<file path="src/rtl/prefetch_pkg.sv">
// Shared types and helpers for the sequential code prefetcher.
package prefetch_pkg;

    typedef enum logic [1:0] {IDLE, REQ, DISCARD, GAP} state_t;

    localparam int DWORD_BYTES = 4;

    function automatic logic [31:0] dword_align(input logic [31:0] addr);
        return {addr[31:2], 2'b00};
    endfunction

endpackage

</file>
<file path="src/rtl/prefetch_if.sv">
// Memory controller read port seen by the prefetcher (master) and controller (slave).
interface prefetch_if;
    logic        bus_read_vaild;
    logic        bus_read_ready;
    logic [31:0] bus_read_address;
    logic [31:0] bus_read_data;

    modport master (
        output bus_read_vaild,
        output bus_read_address,
        input  bus_read_ready,
        input  bus_read_data
    );

    modport slave (
        input  bus_read_vaild,
        input  bus_read_address,
        output bus_read_ready,
        output bus_read_data
    );
endinterface

</file>
<file path="src/rtl/prefetch_queue.sv">
// Dword FIFO holding fetched code; head is always visible, clear empties it in one cycle.
module prefetch_queue #(
    parameter int DEPTH = 4
) (
    input  logic                     clock,
    input  logic                     reset,
    input  logic                     clear,
    input  logic                     push,
    input  logic                     pop,
    input  logic [31:0]              push_data,
    output logic [31:0]              head,
    output logic [$clog2(DEPTH):0]   count
);
    localparam int AW = $clog2(DEPTH);

    logic [DEPTH-1:0][31:0] mem;
    logic [AW-1:0]          rd_ptr;
    logic [AW-1:0]          wr_ptr;

    // Pointers wrap naturally because DEPTH is a power of two.
    always_ff @(posedge clock) begin
        if (!reset) begin
            mem    <= '0;
            rd_ptr <= '0;
            wr_ptr <= '0;
            count  <= '0;
        end else if (clear) begin
            rd_ptr <= '0;
            wr_ptr <= '0;
            count  <= '0;
        end else begin
            if (push) begin
                mem[wr_ptr] <= push_data;
                wr_ptr      <= wr_ptr + 1'b1;
            end
            if (pop)
                rd_ptr <= rd_ptr + 1'b1;
            case ({push, pop})
                2'b10:   count <= count + 1'b1;
                2'b01:   count <= count - 1'b1;
                default: ;
            endcase
        end
    end

    assign head = mem[rd_ptr];

endmodule

</file>
<file path="src/rtl/prefetch_unit.sv">
// Sequential code prefetcher: dword reads from the memory controller, bytes out to the decoder.
module prefetch_unit
    import prefetch_pkg::*;
#(
    parameter int          QUEUE_DEPTH  = 4,
    parameter int          MIN_LATENCY  = 2,
    parameter logic [31:0] RESET_VECTOR = 32'hFFFF_FFF0
) (
    input  logic        clock,
    input  logic        reset,
    input  logic        flush,
    input  logic [31:0] flush_address,
    prefetch_if.master  bus,
    output logic        queue_valid,
    output logic [7:0]  queue_data,
    input  logic        queue_ready
);
    localparam int CW  = $clog2(QUEUE_DEPTH) + 1;
    localparam int WCW = $clog2(MIN_LATENCY + 2);

    state_t         state, state_nx;
    logic           vld_q, vld_nx;
    logic [31:0]    addr_q, addr_nx;
    logic [31:0]    fetch_q, fetch_nx;
    logic [1:0]     skip_q, skip_nx;
    logic [1:0]     offset_q, offset_nx;
    logic [WCW-1:0] wait_q, wait_nx;

    logic           push, pop, clear;
    logic [31:0]    head;
    logic [CW-1:0]  count;
    logic           completion, can_issue, consume;

    prefetch_queue #(.DEPTH(QUEUE_DEPTH)) u_queue (
        .clock     (clock),
        .reset     (reset),
        .clear     (clear),
        .push      (push),
        .pop       (pop),
        .push_data (bus.bus_read_data),
        .head      (head),
        .count     (count)
    );

    assign bus.bus_read_vaild   = vld_q;
    assign bus.bus_read_address = addr_q;
    assign queue_valid          = (count != '0);
    assign queue_data           = head[8*offset_q +: 8];

    assign completion = bus.bus_read_ready && (wait_q >= WCW'(MIN_LATENCY));
    assign can_issue  = (count < CW'(QUEUE_DEPTH));
    assign consume    = queue_valid && queue_ready && !flush;

    always_comb begin
        state_nx  = state;
        vld_nx    = vld_q;
        addr_nx   = addr_q;
        fetch_nx  = fetch_q;
        skip_nx   = skip_q;
        offset_nx = offset_q;
        wait_nx   = (wait_q >= WCW'(MIN_LATENCY)) ? wait_q : wait_q + 1'b1;
        push      = 1'b0;
        pop       = 1'b0;
        clear     = 1'b0;

        unique case (state)
            // GAP shares the issue check with IDLE so valid drops for a single cycle.
            IDLE, GAP: begin
                if (!flush && can_issue) begin
                    state_nx = REQ;
                    vld_nx   = 1'b1;
                    addr_nx  = fetch_q;
                    wait_nx  = '0;
                end else begin
                    state_nx = IDLE;
                end
            end
            REQ: begin
                if (flush) begin
                    state_nx = DISCARD;
                end else if (completion) begin
                    push     = 1'b1;
                    fetch_nx = fetch_q + 32'(DWORD_BYTES);
                    vld_nx   = 1'b0;
                    state_nx = GAP;
                end
            end
            DISCARD: begin
                if (!flush && completion) begin
                    vld_nx   = 1'b0;
                    state_nx = GAP;
                end
            end
            default: state_nx = IDLE;
        endcase

        if (consume) begin
            if (offset_q == 2'd3) begin
                pop       = 1'b1;
                offset_nx = 2'd0;
            end else begin
                offset_nx = offset_q + 2'd1;
            end
        end

        // skip only applies to the first dword after a redirect; later pushes start at byte 0.
        if (push) begin
            skip_nx = 2'd0;
            if (count == '0)
                offset_nx = skip_q;
        end

        if (flush) begin
            clear     = 1'b1;
            offset_nx = 2'd0;
            fetch_nx  = dword_align(flush_address);
            skip_nx   = flush_address[1:0];
        end
    end

    always_ff @(posedge clock) begin
        if (!reset) begin
            state    <= IDLE;
            vld_q    <= 1'b0;
            addr_q   <= '0;
            fetch_q  <= dword_align(RESET_VECTOR);
            skip_q   <= RESET_VECTOR[1:0];
            offset_q <= '0;
            wait_q   <= '0;
        end else begin
            state    <= state_nx;
            vld_q    <= vld_nx;
            addr_q   <= addr_nx;
            fetch_q  <= fetch_nx;
            skip_q   <= skip_nx;
            offset_q <= offset_nx;
            wait_q   <= wait_nx;
        end
    end

endmodule

</file>
<file path="src/flat_wrapper.sv">
// flat-port wrapper written by rule: the top's interface ports become plain ports
module prefetch_unit_flat import prefetch_pkg::*;
#(
    parameter int          QUEUE_DEPTH  = 4,
    parameter int          MIN_LATENCY  = 2,
    parameter logic [31:0] RESET_VECTOR = 32'hFFFF_FFF0
)
  (clock, reset, flush, flush_address, queue_valid, queue_data, queue_ready, bus_bus_read_vaild, bus_bus_read_address, bus_bus_read_ready, bus_bus_read_data);
  prefetch_if bus_i ();
  input  logic clock;
  input  logic reset;
  input  logic flush;
  input  logic [31:0] flush_address;
  output logic queue_valid;
  output logic [7:0] queue_data;
  input  logic queue_ready;
  output wire logic [$bits(bus_i.bus_read_vaild)-1:0] bus_bus_read_vaild;
  output wire logic [$bits(bus_i.bus_read_address)-1:0] bus_bus_read_address;
  input wire logic [$bits(bus_i.bus_read_ready)-1:0] bus_bus_read_ready;
  input wire logic [$bits(bus_i.bus_read_data)-1:0] bus_bus_read_data;
  assign bus_bus_read_vaild = bus_i.bus_read_vaild;
  assign bus_bus_read_address = bus_i.bus_read_address;
  assign bus_i.bus_read_ready = bus_bus_read_ready;
  assign bus_i.bus_read_data = bus_bus_read_data;
  prefetch_unit #(.QUEUE_DEPTH(QUEUE_DEPTH), .MIN_LATENCY(MIN_LATENCY), .RESET_VECTOR(RESET_VECTOR)) u_core (.clock(clock), .reset(reset), .flush(flush), .flush_address(flush_address), .bus(bus_i), .queue_valid(queue_valid), .queue_data(queue_data), .queue_ready(queue_ready));
endmodule
</file>
<file path="config.mk">
export PLATFORM = sky130hd
export DESIGN_NAME = prefetch_unit_flat
export DESIGN_NICKNAME = d
export VERILOG_FILES = /design/src/rtl/prefetch_pkg.sv /design/src/rtl/prefetch_if.sv /design/src/rtl/prefetch_queue.sv /design/src/rtl/prefetch_unit.sv /design/src/flat_wrapper.sv
export SDC_FILE = /design/constraint.sdc
export NUM_CORES = 1
export LEC_CHECK = 0
export CORE_AREA = 3 3 113 224
export CTS_CLUSTER_SIZE = 8
export DETAILED_ROUTE_END_ITERATION = 8
export DIE_AREA = 0 0 116 227
export GPL_TIMING_DRIVEN = 1
export SYNTH_ARGS = -nofsm -noshare
export SYNTH_HDL_FRONTEND = slang
export SYNTH_SLANG_ARGS = --single-unit
</file>
<file path="constraint.sdc">
create_clock -name clock -period 3.35 [get_ports clock]
set_input_delay 0.67 -clock clock [delete_from_list [all_inputs] [get_ports clock]]
set_output_delay 0.67 -clock clock [all_outputs]
set_load 0.02 [all_outputs]
</file>
==> results.yml, run 1 <==
status:
  status: "completed"
worst_setup_path:
  end_kind: "output pin"
  startpoint_type: "flop"
  crit_slowest_cell: "mux4_2"
  critPathMaxFanout: 9
  cp_top_family: "multiplexers"
  worstPathCellList: "buf_4 -> mux4_2 -> mux4_2 -> dlygate4sd2_1"
  crit_buf_inv: 2
  cpPeakStageDelay_ps: 590
  crit_required_ps: 2680
  arrival_ps: 2550
  worstSetupPathType: "reg -> out"
  cpMostUsedCell: "mux4_2"
sta:
  setup_viol: 0
  setup_slack_ps: 126.9
  finalSetupTns_ps: 0
  whs_ps: 459.4
  finalCritPeriodShare_pct: 96.21
  worstMarginPinSlew_ps: 658.5
  rsz0062_at_grt: "no"
  post-route-min-period_ps: 3223
  maxSlewViolCount: 0
  fin_skew_ps: 11.08
  relSlewSlack_pct: 55.97
  clock.fmax_ghz: 0.3103
  hold_viol: 0
synthesis:
  synthCells: 1077
  synth.distinct_cells: 48
  synth_edf_count: 0
  netlist_area_mm2: 0.009450
  synth-seq-cells: 204
  synth_warnings: 0
  ys.flop_type: "dfxtp_1"
  yosysSeqAreaShare_pct: 43.21
  synthArstFlopShare_pct: 0
  synth_area_per_cell_um2: 8.775
global_routing:
  grt_pass1_wl_mm: 43.02
  busiest_layer: "met2"
  use_met2_pct: 41.41
  grt_pass1_vias: 8049
  gr-usage-all-layers_pct: 20.84
  use_met3_pct: 2.501
  grt_max_degree: 112
  grt-ovfl-total: 0
  grt_use_met1_pct: 21.00
  antenna_found_initial: 0
drt:
  vias: 7737
  routed_wl_mm: 26.99
  final_antenna_net_count: 0
  wire_per_inst_um: 18.68
  drt_iter0_drc: 382
  first_pass_iters: 4
  drc: 0
  viasPerCell: 5.354
power:
  vdd_drop_max_v: 0.0003713
  switchingPower_w: 0.001674
  internal_power_w: 0.004617
  power_leakage_nw: 3.982
  powerDensity_mw_per_mm2: 546.8
  comb_power_share_pct: 16.3
  clockPowerShare_pct: 40.9
  p_seq_share_pct: 42.8
  p_sw_share_pct: 26.61
finish:
  antenna_cells: 0
  nets: 1240
  fillCellCount: 2347
  final_common_cell: "nand2_1"
  layout-drive-gt1-share_pct: 9.413
  synthToLayoutAreaGrowth_pct: 21.74
  final_cell_mix: "354 x nand2_1, 203 x dfxtp_1, 158 x a21boi_0"
  post-route-util_pct: 48.29
floorplan:
  rows: 80
  core_mm2: 0.02382
  die_h_um: 227
  ios: 111
  die_area_mm2: 0.02633
  dieWidth_um: 116
  initial_core_util_pct: 39.67
place:
  dp_hpwl_mm: 18.47
  place_ws_ps: 333.5
  gp_congestion: 0.8385
  port_buffers: 108
clocking:
  root_buffer: "clkbuf_16"
  h-tree-depth: 1
  worstSkewPairLatency_ps: 520
  tritoncts: "built"
  postCtsSetupBuffers: 0
  numCtsBuffers: 29
  path_clk_slew_ps: 50
  clkSinkCount: 204
  clock_path_buffers: 3
run:
  maxCapViolations: 0
worst_hold_path:
  hold_path.class: "reg -> reg"
state kept, by name, indices dropped and copies added (netlist names):
register and flops:
u_core.u_queue.rd_ptr 2, u_core.fetch_q 30, u_core.offset_q 2, u_core.skip_q 2
u_core.wait_q 2, u_core.bus.bus_read_vaild 1, u_core.u_queue.mem 128, u_core.u_queue.wr_ptr 2
u_core.state 2, u_core.bus.bus_read_address 30, u_core.u_queue.count 3
cell families after synthesis:
logic type | count (synthesis) | synth area share [%]
fa+ha+maj | 12 | 1.668
simple gates | 479 | 22.04
compound gates | 214 | 16.39
xor+xnor | 22 | 2.039
buf+inv | 96 | 4.091
flops | 204 | 43.21
mux | 49 | 10.51
other cells | 1 | 0.03968
metrics by stage:
step                instance area (µm²)  total power (W)  instances
global placement                  10760         0.003772       1415
floorplan                          9454         0.003305       1078
detailed placement                10760         0.003779       1415
finish                            11500         0.006290       1445
global route                      11500         0.006575       1445
CTS                               11500         0.006379       1445
power groups by stage:
stage	Clock, W	Sequential, W	Combinational, W
finish	0.00257	0.00269	0.00102
global placement	0	0.00274	0.00103
floorplan	0	0.00284	0.000462
CTS	0.00264	0.00269	0.00104
global route	0.00274	0.00271	0.00113
detailed placement	0	0.00274	0.00104
path summary, 6_finish.rpt:
path | depth (start not counted) | from | slack, ps | endpoint
worst min register to register | 2 | u_core.bus.bus_read_address[23] | 460 | u_core.bus.bus_read_address[23]
worst max-delay path | 4 | u_core.u_queue.rd_ptr[0] | 130 | queue_data[0]
worst max register to register | 9 | u_core.u_queue.count[2] | 910 | u_core.u_queue.count[2]
worst min-delay path | 2 | u_core.bus.bus_read_address[23] | 460 | u_core.bus.bus_read_address[23]
cell type report:
cell class	instances	area (µm²)	share of cell area [%]
flip-flops and latches	204	4085	35.51
clock buffers	29	725.7	6.308
inverters	14	52.55	0.4568
well taps	287	359.1	3.121
multi-input cells	778	4984	43.32
clock inverters	1	30.03	0.2610
repair buffers	132	1269	11.03
metal layers:
metal | vias to the layer above | wire length [µm]
li1 | 3796 | -
met3 | 62 | 940
met5 | - | 0
met1 | 3700 | 9605
met2 | 179 | 15320
met4 | 0 | 1126
repair_timing:
item / CTS / global route
gates resized for setup: 8 / 0
hold buffers: 0 / 0
setup endpoints to repair: 8 / 0
Yosys cell counts, drive strengths merged, types with 2 or more instances:
| master | n | area share (%) |
|---|---|---|
| clkbuf | 57 | 2.3 |
| ha | 11 | 1.5 |
| nor2b | 10 | 0.66 |
| nand2 | 354 | 14 |
| a21oi | 17 | 0.90 |
| and2 | 14 | 0.93 |
| o211ai | 7 | 0.61 |
| a21boi | 158 | 13 |
| nand3 | 17 | 1.0 |
| nor3b | 2 | 0.16 |
| xor2 | 14 | 1.3 |
| mux2i | 7 | 0.74 |
| mux2 | 2 | 0.24 |
| nand3b | 8 | 0.64 |
| dfxtp | 204 | 43 |
| nor3 | 4 | 0.26 |
| buf | 25 | 1.3 |
| mux4 | 40 | 9.5 |
| a21o | 2 | 0.16 |
| xnor2 | 8 | 0.74 |
| a31o | 4 | 0.37 |
| and3b | 5 | 0.46 |
| nand4 | 17 | 1.2 |
| nor4 | 7 | 0.69 |
| o211a | 5 | 0.53 |
| o21ai | 16 | 0.85 |
| inv | 14 | 0.56 |
| and3 | 4 | 0.26 |
| and4 | 2 | 0.19 |
| nor2 | 32 | 1.3 |
worst reg2reg max path: stages (launching register included):
cell and delay [ps]:
dfxtp_1 400, nor3_1 130, nor3b_1 370, and2_1 230, ha_1 200, inv_1 60, fa_1 370, xor2_1 150
or3_1 300, a21oi_1 150
No activity file was read; power rests on OpenSTA's default activity.
==> run 2, diff against run 1 <==
==> constraint.sdc (replaced) <==
create_clock -name clock -period 3.9 [get_ports clock]
set_input_delay 0.78 -clock clock [delete_from_list [all_inputs] [get_ports clock]]
set_output_delay 0.78 -clock clock [all_outputs]
set_load 0.02 [all_outputs]
==> run 2 against run 1 <==
Against the previous run: non-clock buffer count shrank 4; register-to-register slack improved by 360 ps; first-iteration DRC count down 5.2%; worst hold slack better by 0.86 ps; die area is the same; sequential power is 14% lower; sequential cell count stayed put; clock power is 15% lower; final cell count about the same; wire length increased by 3.8%; sequential share of layout area increased by 0.13 points; highest routed layer is now met5.
==> results.yml, run 2 (synthesized netlist as in run 1, its figures left out) <==
drt:
  final_antenna_net_count: 0
  first_pass_iters: 5
  vias: 7742
  drc: 0
  routed_wl_mm: 28.02
  wire_per_inst_um: 19.41
  drt_iter0_drc: 362
  viasPerCell: 5.361
power:
  power_w: 0.005371
  powerDensity_mw_per_mm2: 468.6
  vdd_drop_max_v: 0.0003395
  power_leakage_nw: 3.912
sta:
  relSlewSlack_pct: 48.16
  clock.fmax_ghz: 0.2716
  setup_slack_ps: 218.7
  finalCritPeriodShare_pct: 94.39
  maxSlewViolCount: 0
  rsz0062_at_grt: "no"
  setup_viol: 0
  finalSetupTns_ps: 0
  hold_viol: 0
  post-route-min-period_ps: 3681
  worstMarginPinSlew_ps: 776.5
  fin_skew_ps: 19.19
  whs_ps: 460.2
place:
  dp_hpwl_mm: 19.27
  place_ws_ps: 734.3
  place_inst: 1411
  port_buffers: 108
  gp_congestion: 0.8122
clocking:
  tritoncts: "built"
  postCtsSetupBuffers: 0
  ctsHoldBuffers: 0
  clkSinkCount: 204
  clock_path_buffers: 3
  root_buffer: "clkbuf_16"
  numCtsBuffers: 29
  post_cts_resized: 0
  path_clk_slew_ps: 50
  worstSkewPairLatency_ps: 540
  h-tree-depth: 1
global_routing:
  grt_pass1_wl_mm: 43.90
  antenna_found_initial: 2
  grt_pass1_vias: 7928
  grt_max_degree: 85
  gr-usage-all-layers_pct: 21.54
  grt-ovfl-total: 0
worst_setup_path:
  worstSetupPathType: "reg -> out"
  cpPeakStageDelay_ps: 570
  cp_top_family: "multiplexers"
  worstPathCellList: "buf_12 -> mux4_2 -> mux4_2 -> clkdlybuf4s50_1"
  arrival_ps: 2900
  crit_buf_inv: 2
  cpMostUsedCell: "mux4_2"
  crit_slowest_cell: "clkdlybuf4s50_1"
  crit_required_ps: 3120
  critPathMaxFanout: 18
  startpoint_type: "flop"
  end_kind: "output pin"
finish:
  layout-drive-gt1-share_pct: 9.170
  largest_reg_flops: 128
  nets: 1236
  fin_cells: 1444
  regMostFlops: "u_core.u_queue.mem"
  final_common_cell: "nand2_1"
  final_cell_mix: "354 x nand2_1, 203 x dfxtp_1, 158 x a21boi_0"
  synthToLayoutAreaGrowth_pct: 21.29
floorplan:
  dieWidth_um: 116
  rows: 80
  ios: 111
  initial_core_util_pct: 39.67
  die_h_um: 227
  core_mm2: 0.02382
  die_area_mm2: 0.02633
run:
  maxCapViolations: 0
worst_hold_path:
  hold_path.class: "reg -> reg"
status:
  status: "completed"
run 2: cell types whose count changed in the layout (fill, tap and decap cells not counted), sizes merged:
cell and delta:
clkdlybuf4s50 +8, dlygate4sd2 -8, buf -4, bufinv -1, clkbuf +1, clkinv +1
diode +1, inv +1
run 2: per-layer routing:
metal  vias to the layer above  track usage, %  part of all wire, %
met3                        71           2.873                  3.9
met1                      3683           21.22                   34
li1                       3788               -                    -
met4                         2           11.43                  5.4
met2                       198           42.08                   56
met5                         -               0                0.046
run 2: worst paths after layout:
check / cells after the start / to / from / slack, ps
max reg2reg: 8 / u_core.u_queue.count[2] / u_core.offset_q[0] / 1270
min: 2 / u_core.u_queue.mem[87] / u_core.u_queue.mem[87] / 460
min reg2reg: 2 / u_core.u_queue.mem[87] / u_core.u_queue.mem[87] / 460
max: 4 / queue_data[5] / u_core.u_queue.rd_ptr[0] / 220
run 2: metrics by stage:
step                      utilization [%]  instance area [µm²]
after detailed placement            44.98                10720
after floorplan                         -                 9454
after CTS                           48.10                11460
after global placement              44.98                10720
after global routing                48.11                11460
final                               48.11                11460
run 2: area by class of cell:
type,count,area [µm²]
Timing Repair Buffer,128,1236
Sequential cell,204,4085
Clock inverter,2,13.76
Multi-Input combinational cell,778,4984
Inverter,14,52.55
Antenna cell,1,2.502
Clock buffer,30,729.5
Fill cell,2340,12360
Tap cell,287,359.1
run 2: power by group:
part | total, W | switching [W] | leakage [nW] | internal [W]
Sequential | 0.00232 | 0.0000949 | 1.66 | 0.00222
Clock | 0.00218 | 0.000879 | 0.367 | 0.00130
Combinational | 0.000878 | 0.000489 | 1.89 | 0.000389
Total | 0.00537 | 0.00146 | 3.91 | 0.00391
run 2: worst min-delay path, stage by stage, from the launching register on:
cell      delay (ps)
dfxtp_1          300
nand2_1           50
a21boi_0          60
